--- src/rtl/fifo_word_reader.sv ---
// Byte-FIFO consumer: pops bytes, absorbs the one-cycle read latency, packs BYTES bytes
// little-endian into a word on a valid/ready master port; flush emits a trailing partial word.
module fifo_word_reader #(
    parameter int DATA_W = 8,
    parameter int BYTES  = 4
) (
    input  logic                    clk,
    input  logic                    rst,
    input  logic                    fifo_empty,
    output logic                    fifo_rd,
    input  logic [DATA_W-1:0]       fifo_data,
    input  logic                    flush,
    output logic                    m_valid,
    input  logic                    m_ready,
    output logic [DATA_W*BYTES-1:0] m_data,
    output logic [BYTES-1:0]        m_keep,
    output logic                    m_last,
    output logic                    busy
);
    localparam int WORD_W = DATA_W * BYTES;
    localparam int CNT_W  = $clog2(BYTES + 1);
    localparam logic [CNT_W:0] FULL_CNT = (CNT_W + 1)'(BYTES);
    localparam logic [CNT_W:0] FULL_M1  = (CNT_W + 1)'(BYTES - 1);

    logic [WORD_W-1:0] asm_q, asm_d;
    logic [CNT_W-1:0]  fill_q, fill_d;
    logic              inflight_q, inflight_d;
    logic [WORD_W-1:0] data_q, data_d;
    logic [BYTES-1:0]  keep_q, keep_d;
    logic              last_q, last_d;
    logic              valid_q, valid_d;
    logic              flush_pend_q, flush_pend_d;
    logic              busy_q, busy_d;

    logic              slot_free_s;
    logic [CNT_W:0]    occ_s;
    logic              pop_s;
    logic              word_full_s;
    logic              flush_go_s;

    // Low fill_cnt lanes set, LSB-contiguous.
    function automatic logic [BYTES-1:0] keep_mask(input logic [CNT_W-1:0] n);
        logic [BYTES-1:0] k;
        k = '0;
        for (int i = 0; i < BYTES; i++) begin
            if (CNT_W'(i) < n) begin
                k[i] = 1'b1;
            end else begin
                k[i] = 1'b0;
            end
        end
        return k;
    endfunction

    // Pop decision: rule (b) lets the last byte of a word overlap with the word leaving.
    always_comb begin
        slot_free_s = !valid_q || m_ready;
        occ_s       = {1'b0, fill_q} + {{CNT_W{1'b0}}, inflight_q};
        pop_s       = 1'b0;
        if (!rst && !fifo_empty && !flush_pend_q) begin
            if (occ_s < FULL_CNT) begin
                pop_s = 1'b1;
            end else if (inflight_q && ({1'b0, fill_q} == FULL_M1) && slot_free_s) begin
                pop_s = 1'b1;
            end else begin
                pop_s = 1'b0;
            end
        end else begin
            pop_s = 1'b0;
        end
    end

    // Next-state: byte arrival into assembly, word/flush transfer to the output slot.
    always_comb begin
        asm_d        = asm_q;
        fill_d       = fill_q;
        data_d       = data_q;
        keep_d       = keep_q;
        last_d       = last_q;
        valid_d      = valid_q && !m_ready;
        flush_pend_d = flush_pend_q;
        inflight_d   = pop_s;

        if (inflight_q) begin
            for (int i = 0; i < BYTES; i++) begin
                if (fill_q == CNT_W'(i)) begin
                    asm_d[i*DATA_W +: DATA_W] = fifo_data;
                end else begin
                    asm_d[i*DATA_W +: DATA_W] = asm_q[i*DATA_W +: DATA_W];
                end
            end
            fill_d = fill_q + CNT_W'(1);
        end else begin
            fill_d = fill_q;
        end

        word_full_s = ({1'b0, fill_d} == FULL_CNT);
        // Flush waits for the in-flight byte so it lands in the flushed word.
        flush_go_s  = flush_pend_q && !inflight_q && slot_free_s;

        if (flush_go_s) begin
            flush_pend_d = 1'b0;
            if (fill_q != '0) begin
                data_d  = asm_q;
                keep_d  = keep_mask(fill_q);
                last_d  = 1'b1;
                valid_d = 1'b1;
                asm_d   = '0;
                fill_d  = '0;
            end else begin
                valid_d = valid_q && !m_ready;
            end
        end else if (word_full_s && slot_free_s) begin
            data_d  = asm_d;
            keep_d  = '1;
            last_d  = 1'b0;
            valid_d = 1'b1;
            asm_d   = '0;
            fill_d  = '0;
        end else begin
            valid_d = valid_q && !m_ready;
        end

        if (!flush_pend_q && flush) begin
            flush_pend_d = 1'b1;
        end else begin
            flush_pend_d = flush_pend_d;
        end

        busy_d = (fill_d != '0) || inflight_d || valid_d || flush_pend_d;
    end

    // State register with synchronous reset; reset also drops any in-flight byte.
    always_ff @(posedge clk) begin
        if (rst) begin
            asm_q        <= '0;
            fill_q       <= '0;
            inflight_q   <= 1'b0;
            data_q       <= '0;
            keep_q       <= '0;
            last_q       <= 1'b0;
            valid_q      <= 1'b0;
            flush_pend_q <= 1'b0;
            busy_q       <= 1'b0;
        end else begin
            asm_q        <= asm_d;
            fill_q       <= fill_d;
            inflight_q   <= inflight_d;
            data_q       <= data_d;
            keep_q       <= keep_d;
            last_q       <= last_d;
            valid_q      <= valid_d;
            flush_pend_q <= flush_pend_d;
            busy_q       <= busy_d;
        end
    end

    assign fifo_rd = pop_s;
    assign m_valid = valid_q;
    assign m_data  = data_q;
    assign m_keep  = keep_q;
    assign m_last  = last_q;
    assign busy    = busy_q;

endmodule

--- config.mk ---
export PLATFORM = sky130hd
export DESIGN_NAME = fifo_word_reader
export DESIGN_NICKNAME = d
export VERILOG_FILES = /design/src/rtl/fifo_word_reader.sv
export SDC_FILE = /design/constraint.sdc
export NUM_CORES = 1
export LEC_CHECK = 0
export CAP_MARGIN = 0
export CORE_ASPECT_RATIO = 0.6
export CORE_MARGIN = 5
export CORE_UTILIZATION = 29
export CTS_CLUSTER_DIAMETER = 100
export DETAILED_ROUTE_END_ITERATION = 8
export GPL_ROUTABILITY_DRIVEN = 0
export GPL_TIMING_DRIVEN = 0
export HOLD_SLACK_MARGIN = 0.02
export PLACE_DENSITY = 0.53
export SYNTH_ARGS = -nofsm -noshare
export SYNTH_HDL_FRONTEND = slang
export SYNTH_SLANG_ARGS = --single-unit
--- constraint.sdc ---
create_clock -name clk -period 5.89 [get_ports clk]
set_input_delay 1.178 -clock clk [delete_from_list [all_inputs] [get_ports clk]]
set_output_delay 1.178 -clock clk [all_outputs]
set_load 0.01 [all_outputs]
==> out/results.tsv, run 1 <==
stage	metric	value	unit
status	outcome	finished, final reports clean	
final_layout	synth-to-layout area growth	33.3	%
logic_synthesis	Seq cells post-synth	76	
setup_path	CP Max Fanout	3	
logic_synthesis	top cells by area, synth	dfxtp_1 (50%), mux2i_1 (11%), a221oi_1 (9.3%)	
place	Placed Instances	475	
clocking	Worst-Skew Late Latency	0.33	ns
final_layout	final instance area	4020	um2
final_layout	Util after Layout	0.402	
timing	worst-margin pin slew	0.509	ns
setup_path	critical path data required time	4.71	ns
clocking	clk slew on worst S/H paths	0.06	ns
logic_synthesis	top_reg_cell synth	dfxtp_1	
logic_synthesis	Mapped Area	3010	um2
job	max-cap violation count	0	
floorplanning	Core ar.	9980	um2
timing	achievable clock frequency	244	MHz
floorplanning	Top Ports	53	
clocking	H-tree depth	3	
clocking	CTS tree	done	
timing	setup tns final	0	ns
clocking	Hold Buf Count CTS	0	
logic_synthesis	count leader, synth	dfxtp_1	
clocking	post-cts gate resize count	0	
timing	Tcrit/Tclk final	0.695	
final_layout	final cell count without fillers	491	
final_layout	diode count	0	
route	drt pass-1 iters	4	
timing	Final min period	4.09	ns
global_routing	vias in the first global route	2306	
floorplanning	Initial Util	0.302	
global_routing	first-pass GRT wire length	12900	um
logic_synthesis	Synth Net Count	306	
timing	Final Skew	0.00533	ns
place	area post-placement	3690	um2
power_and_ir_drop	VDD IR max	0.144	mV
floorplanning	Die H	89.0	um
floorplanning	Site Rows	28	
global_routing	largest net degree at the start of global routing	14	
clocking	Root Driver	clkbuf_16	
timing	Slew HR	0.661	
logic_synthesis	Syn Area/Cell	10.4	um2
hold_path	hold path depth	2	
route	vias per cell	4.76	
timing	RSZ-0062 raised after global routing	no	
global_routing	Overall Global Routing Usage	0.137	
floorplanning	die area	12600	um2
setup_path	FF-to-FF path depth	7	
power_and_ir_drop	LEAKAGE	0.00150	uW
clocking	Setup Fix Bufs, Post-CTS	0	
logic_synthesis	Gate Count Post-Synth	289	
setup_path	Worst Path Arrival	2.92	ns
place	number of port buffers	51	
floorplanning	die width	142	um
logic_synthesis	Post-synth ARST share	0	
clocking	Max Root-Sink Buffers	2	
timing	Slew Limit Fails	0	
place	post-detail-place hpwl	5840	um
clocking	TritonCTS Buffers	9	
final_layout	fraction of layout cells with a size suffix above 1	0.169	
setup_path	Crit Path Class	input pin to output port	
global_routing	initial antenna violation count	0	
route	via count	2339	
timing	Hold Vio Cnt, Final	0	
setup_path	CP startpoint kind	input pin	
final_layout	Final nets	368	
global_routing	GRT overflow	0	
timing	Worst Slack Setup Final	1.80	ns
route	DRC Markers	0	
logic_synthesis	Yosys warning count	0	
route	final wirelength	8020	um
setup_path	Critical Path End Type	output port	
route	wire length per cell	16.3	um
clocking	Sink Count	76	
logic_synthesis	Synth area leader	dfxtp_1	
logic_synthesis	count of different cell masters after synthesis	36	
timing	final setup violation count	0	
power_and_ir_drop	Pwr per Cell Area	314	nW/um2
logic_synthesis	register area share after synthesis	0.505	
route	number of DRC markers in iteration 0	113	
hold_path	HP Class	flip-flop to flip-flop	
logic_synthesis	Synth top area share	0.505	
logic_synthesis	number of enable flip-flop cells after synthesis	0	
logic_synthesis	top post-synthesis cells by count	dfxtp_1 (76), nor2_1 (47), mux2i_1 (33), a221oi_1 (32), nor2_2 (20)	
place	setup slack after placement	1.79	ns
route	post-route ant nets	0	
[critical path: stages]
cell	delay (ns)
clkdlybuf4s50_1	0.47
nand2b_1	0.15
a21oi_1	0.07
or4_1	0.44
inv_1	0.08
clkdlybuf4s50_1	0.53
[metrics by stage]
stage / hold WS (ns) / power [uW]
after global routing: 0.505 / 1310
final: 0.456 / 1260
after global placement: 0.454 / 677
after floorplan: 0.455 / 622
after CTS: 0.462 / 1270
after detailed placement: 0.454 / 678
[layout by cell type (no fill, tap or decap), drive strengths merged, types with 2 or more instances in the layout]
| master | synthesis | final |
|---|---|---|
| dfxtp | 76 | 76 |
| nor2 | 67 | 67 |
| clkdlybuf4s50 | 0 | 51 |
| mux2i | 33 | 33 |
| a221oi | 32 | 32 |
| buf | 19 | 19 |
| clkbuf | 5 | 15 |
| inv | 7 | 8 |
| a21oi | 7 | 7 |
| nand2 | 6 | 6 |
| ha | 4 | 4 |
| nor2b | 4 | 4 |
| nor3 | 4 | 4 |
| o21ai | 3 | 3 |
| nand2b | 2 | 2 |
| o32ai | 2 | 2 |
| o21a | 2 | 2 |
| nor3b | 2 | 2 |
| clkinv | 0 | 2 |
| bufinv | 0 | 2 |
| or3 | 2 | 2 |
[path summary, 6_finish.rpt]
kind                                   to  slack [ns]      start
worst max-delay path              fifo_rd        1.80    m_ready
worst min-delay path            m_keep[3]        0.46  m_keep[3]
worst max register to register  m_data[1]        3.56  fill_q[0]
worst min register to register  m_keep[3]        0.46  m_keep[3]
[report_power, final]
group          internal (uW)  switching, uW
registers                532           10.4
clock network            382            212
logic                   59.6           64.2
[per-layer routing]
layer,routed length (um),global-route usage
met4,52,0.0418
met3,432,0.0502
met1,4520,0.208
met2,3010,0.178
met5,0,0
[state kept, by name, indices dropped and copies added (netlist names)]
signal and count:
asm_q 32, m_data 32, m_keep 4, fill_q 3, busy 1, flush_pend_q 1, inflight_q 1, m_last 1
m_valid 1
[final cells by class]
cell class | instances | area (um2)
plain buffers | 24 | 183
flip-flops and latches | 76 | 1520
fillers | 1003 | 5970
clock inverters | 6 | 86.3
multi-input cells | 182 | 1280
well taps | 135 | 169
inverters | 7 | 26.3
clock buffers | 10 | 239
repair buffers | 51 | 510
[cell families (layout without fill, tap and decap cells)]
group	count (synthesis)	count (layout)	share of synthesized area
AO/OA/AOI/OAI	53	53	0.143
adder cells (fa/ha/maj)	4	4	0.0166
buffers and inverters	31	98	0.0694
flip-flops	76	76	0.505
multiplexers	34	34	0.115
AND/OR/NAND/NOR	91	91	0.152
(Power assumes the default switching activity.)
==> inputs of run 2 (changes only) <==
clock period = 4.3 ns   (was 5.89 ns; I/O delays follow)
==> results of run 2 <==
The final DEF is identical to that of run 1. Status: finished, final reports clean.
Main changes from that run: setup slack after placement 1.79 ns -> 0.833 ns; setup slack after layout 1.80 ns -> 0.843 ns; register-to-register setup slack 3.56 ns -> 1.97 ns; total power 1260 uW -> 1730 uW; worst IR drop on VDD 0.144 mV -> 0.197 mV
==> inputs of run 3 (changes only) <==
PLACE_DENSITY = 0.55   (was 0.53)
clock period = 2.8 ns   (was 4.3 ns; I/O delays follow)
==> out/results.tsv, run 3 (synthesis results as in run 1) <==
stage	metric	value	unit	change
status	outcome	finished, final reports clean		
final_layout	fillcell total	982		-2.1%
route	number of DRC markers in iteration 0	173		+53%
clocking	Sink Count	76		unchanged
setup_path	Critical Path End Type	output port		
clocking	clk slew on worst S/H paths	0.05	ns	about the same
power_and_ir_drop	VDD IR max	0.283	mV	
route	DRC Markers	0		unchanged
power_and_ir_drop	Pint	2000	uW	
setup_path	Crit Path Class	input pin to output port		
final_layout	Final nets	369		+0.27%
power_and_ir_drop	combinational power share	0.102		+0.004
final_layout	most frequent cells in the layout	dfxtp_1 (76), clkdlybuf4s50_1 (50), nor2_1 (47)		
final_layout	final cell count without fillers	491		unchanged
global_routing	initial antenna violation count	0		unchanged
clocking	CTS tree	done		
floorplanning	die area	12600	um2	unchanged
power_and_ir_drop	Sw Share	0.223		
floorplanning	die width	142	um	unchanged
setup_path	critical path data required time	2.24	ns	
timing	setup tns final	0	ns	unchanged
clocking	Worst-Skew Late Latency	0.33	ns	about the same
setup_path	Worst Path Arrival	1.98	ns	
clocking	Max Root-Sink Buffers	2		unchanged
route	post-route ant nets	0		unchanged
route	vias per cell	4.81		+0.98%
final_layout	Storage cell area	1520	um2	unchanged
global_routing	GRT overflow	0		unchanged
global_routing	vias in the first global route	2358		+2.3%
timing	achievable clock frequency	394	MHz	
power_and_ir_drop	LEAKAGE	0.00150	uW	about the same
timing	Slew Limit Fails	0		unchanged
power_and_ir_drop	sw power	576	uW	
final_layout	Multi-input gate area	1290	um2	+0.29%
timing	final setup violation count	0		unchanged
timing	RSZ-0062 raised after global routing	no		
floorplanning	Core ar.	9980	um2	unchanged
floorplanning	Top Ports	53		unchanged
final_layout	fraction of layout cells with a size suffix above 1	0.166		-0.00281
timing	Hold Vio Cnt, Final	0		unchanged
hold_path	HP Class	flip-flop to flip-flop		
power_and_ir_drop	Pwr per Cell Area	644	nW/um2	
global_routing	Overall Global Routing Usage	0.140		+0.00235
final_layout	synth-to-layout area growth	33.0	%	
floorplanning	Initial Util	0.302		unchanged
clocking	Hold Buf Count CTS	0		unchanged
final_layout	diode count	0		unchanged
setup_path	Worst R2R Setup Slack	0.43	ns	
timing	Final Skew	0.00372	ns	-0.00162 ns
place	post-detail-place hpwl	5900	um	+1.0%
place	Placed Instances	475		unchanged
floorplanning	Site Rows	28		unchanged
global_routing	largest net degree at the start of global routing	12		-2
global_routing	first-pass GRT wire length	13300	um	+3.2%
clocking	H-tree depth	3		unchanged
route	drt pass-1 iters	4		unchanged
final_layout	commonest non-fill, non-tap cell in the layout	dfxtp_1		
floorplanning	Die H	89.0	um	unchanged
timing	Slew HR	0.632		-0.0284
power_and_ir_drop	power share of the clock group	0.456		-0.015
timing	worst-margin pin slew	0.552	ns	+0.0426 ns
setup_path	CP startpoint kind	input pin		
route	via count	2362		+0.98%
setup_path	CP Max Fanout	3		unchanged
timing	Final min period	2.54	ns	
route	wire length per cell	16.6	um	+1.5%
power_and_ir_drop	Flop pwr share	0.442		+0.012
route	final wirelength	8140	um	+1.5%
clocking	TritonCTS Buffers	9		unchanged
clocking	Root Driver	clkbuf_16		
timing	Tcrit/Tclk final	0.907		
place	number of port buffers	51		unchanged
job	max-cap violation count	0		unchanged
==> run 3: worst max-delay path, cell delays in order <==
cell             delay [ns]
clkdlybuf4s50_1        0.47
nand2b_1               0.13
a21oi_1                0.08
or4_4                  0.43
inv_1                  0.06
dlygate4sd2_1          0.26
==> run 3: stage by stage <==
stage | util | hold slack (ns) | power, uW | cell area, um2 | worst slack, ns
final | 0.401 | 0.465 | 2580 | 4010 | 0.259
after global routing | 0.401 | 0.494 | 2690 | 4010 | 0.182
after CTS | 0.401 | 0.467 | 2620 | 4010 | 0.246
after detailed placement | 0.370 | 0.456 | 1420 | 3690 | -0.0565
after global placement | 0.370 | 0.453 | 1420 | 3690 | -0.0537
after floorplan | - | 0.455 | 1310 | 3010 | 0.791
==> run 3: area by class of cell <==
type	count	share of cell area
buffer	24	0.0456
clock buffer	14	0.0684
clock inverter	1	0.00750
inverter	7	0.00656
multi-input combinational	182	0.321
sequential	76	0.380
tap	135	0.0422
timing repair buffer	52	0.129
==> run 3: power by group through the flow <==
stage	logic [uW]	registers [uW]	clock network, uW
after floorplan	139	1170	0
after global placement	259	1160	0
after detailed placement	262	1160	0
after CTS	264	1140	1210
after global routing	285	1150	1260
final	263	1140	1180
==> run 3: path summary, 6_finish.rpt <==
path	startpoint	to	depth (start not counted)
worst max-delay path	m_ready	fifo_rd	6
worst min register to register	m_keep[3]	m_keep[3]	2
worst min-delay path	m_keep[3]	m_keep[3]	2
worst max register to register	fill_q[0]	m_data[1]	7
==> run 3: timing repair <==
| action | in CTS | in global routing |
|---|---|---|
| gates resized for setup | 2 | 0 |
| setup endpoints to repair | 1 | 0 |
| buffers inserted | 1 | 0 |
==> run 3: routing by layer <==
metal,track usage,part of all wire,up-vias
li1,-,-,1159
met1,0.208,0.55,1143
met2,0.184,0.38,55
met3,0.0513,0.065,5
met4,0.0470,0.0080,0
met5,0,0,-
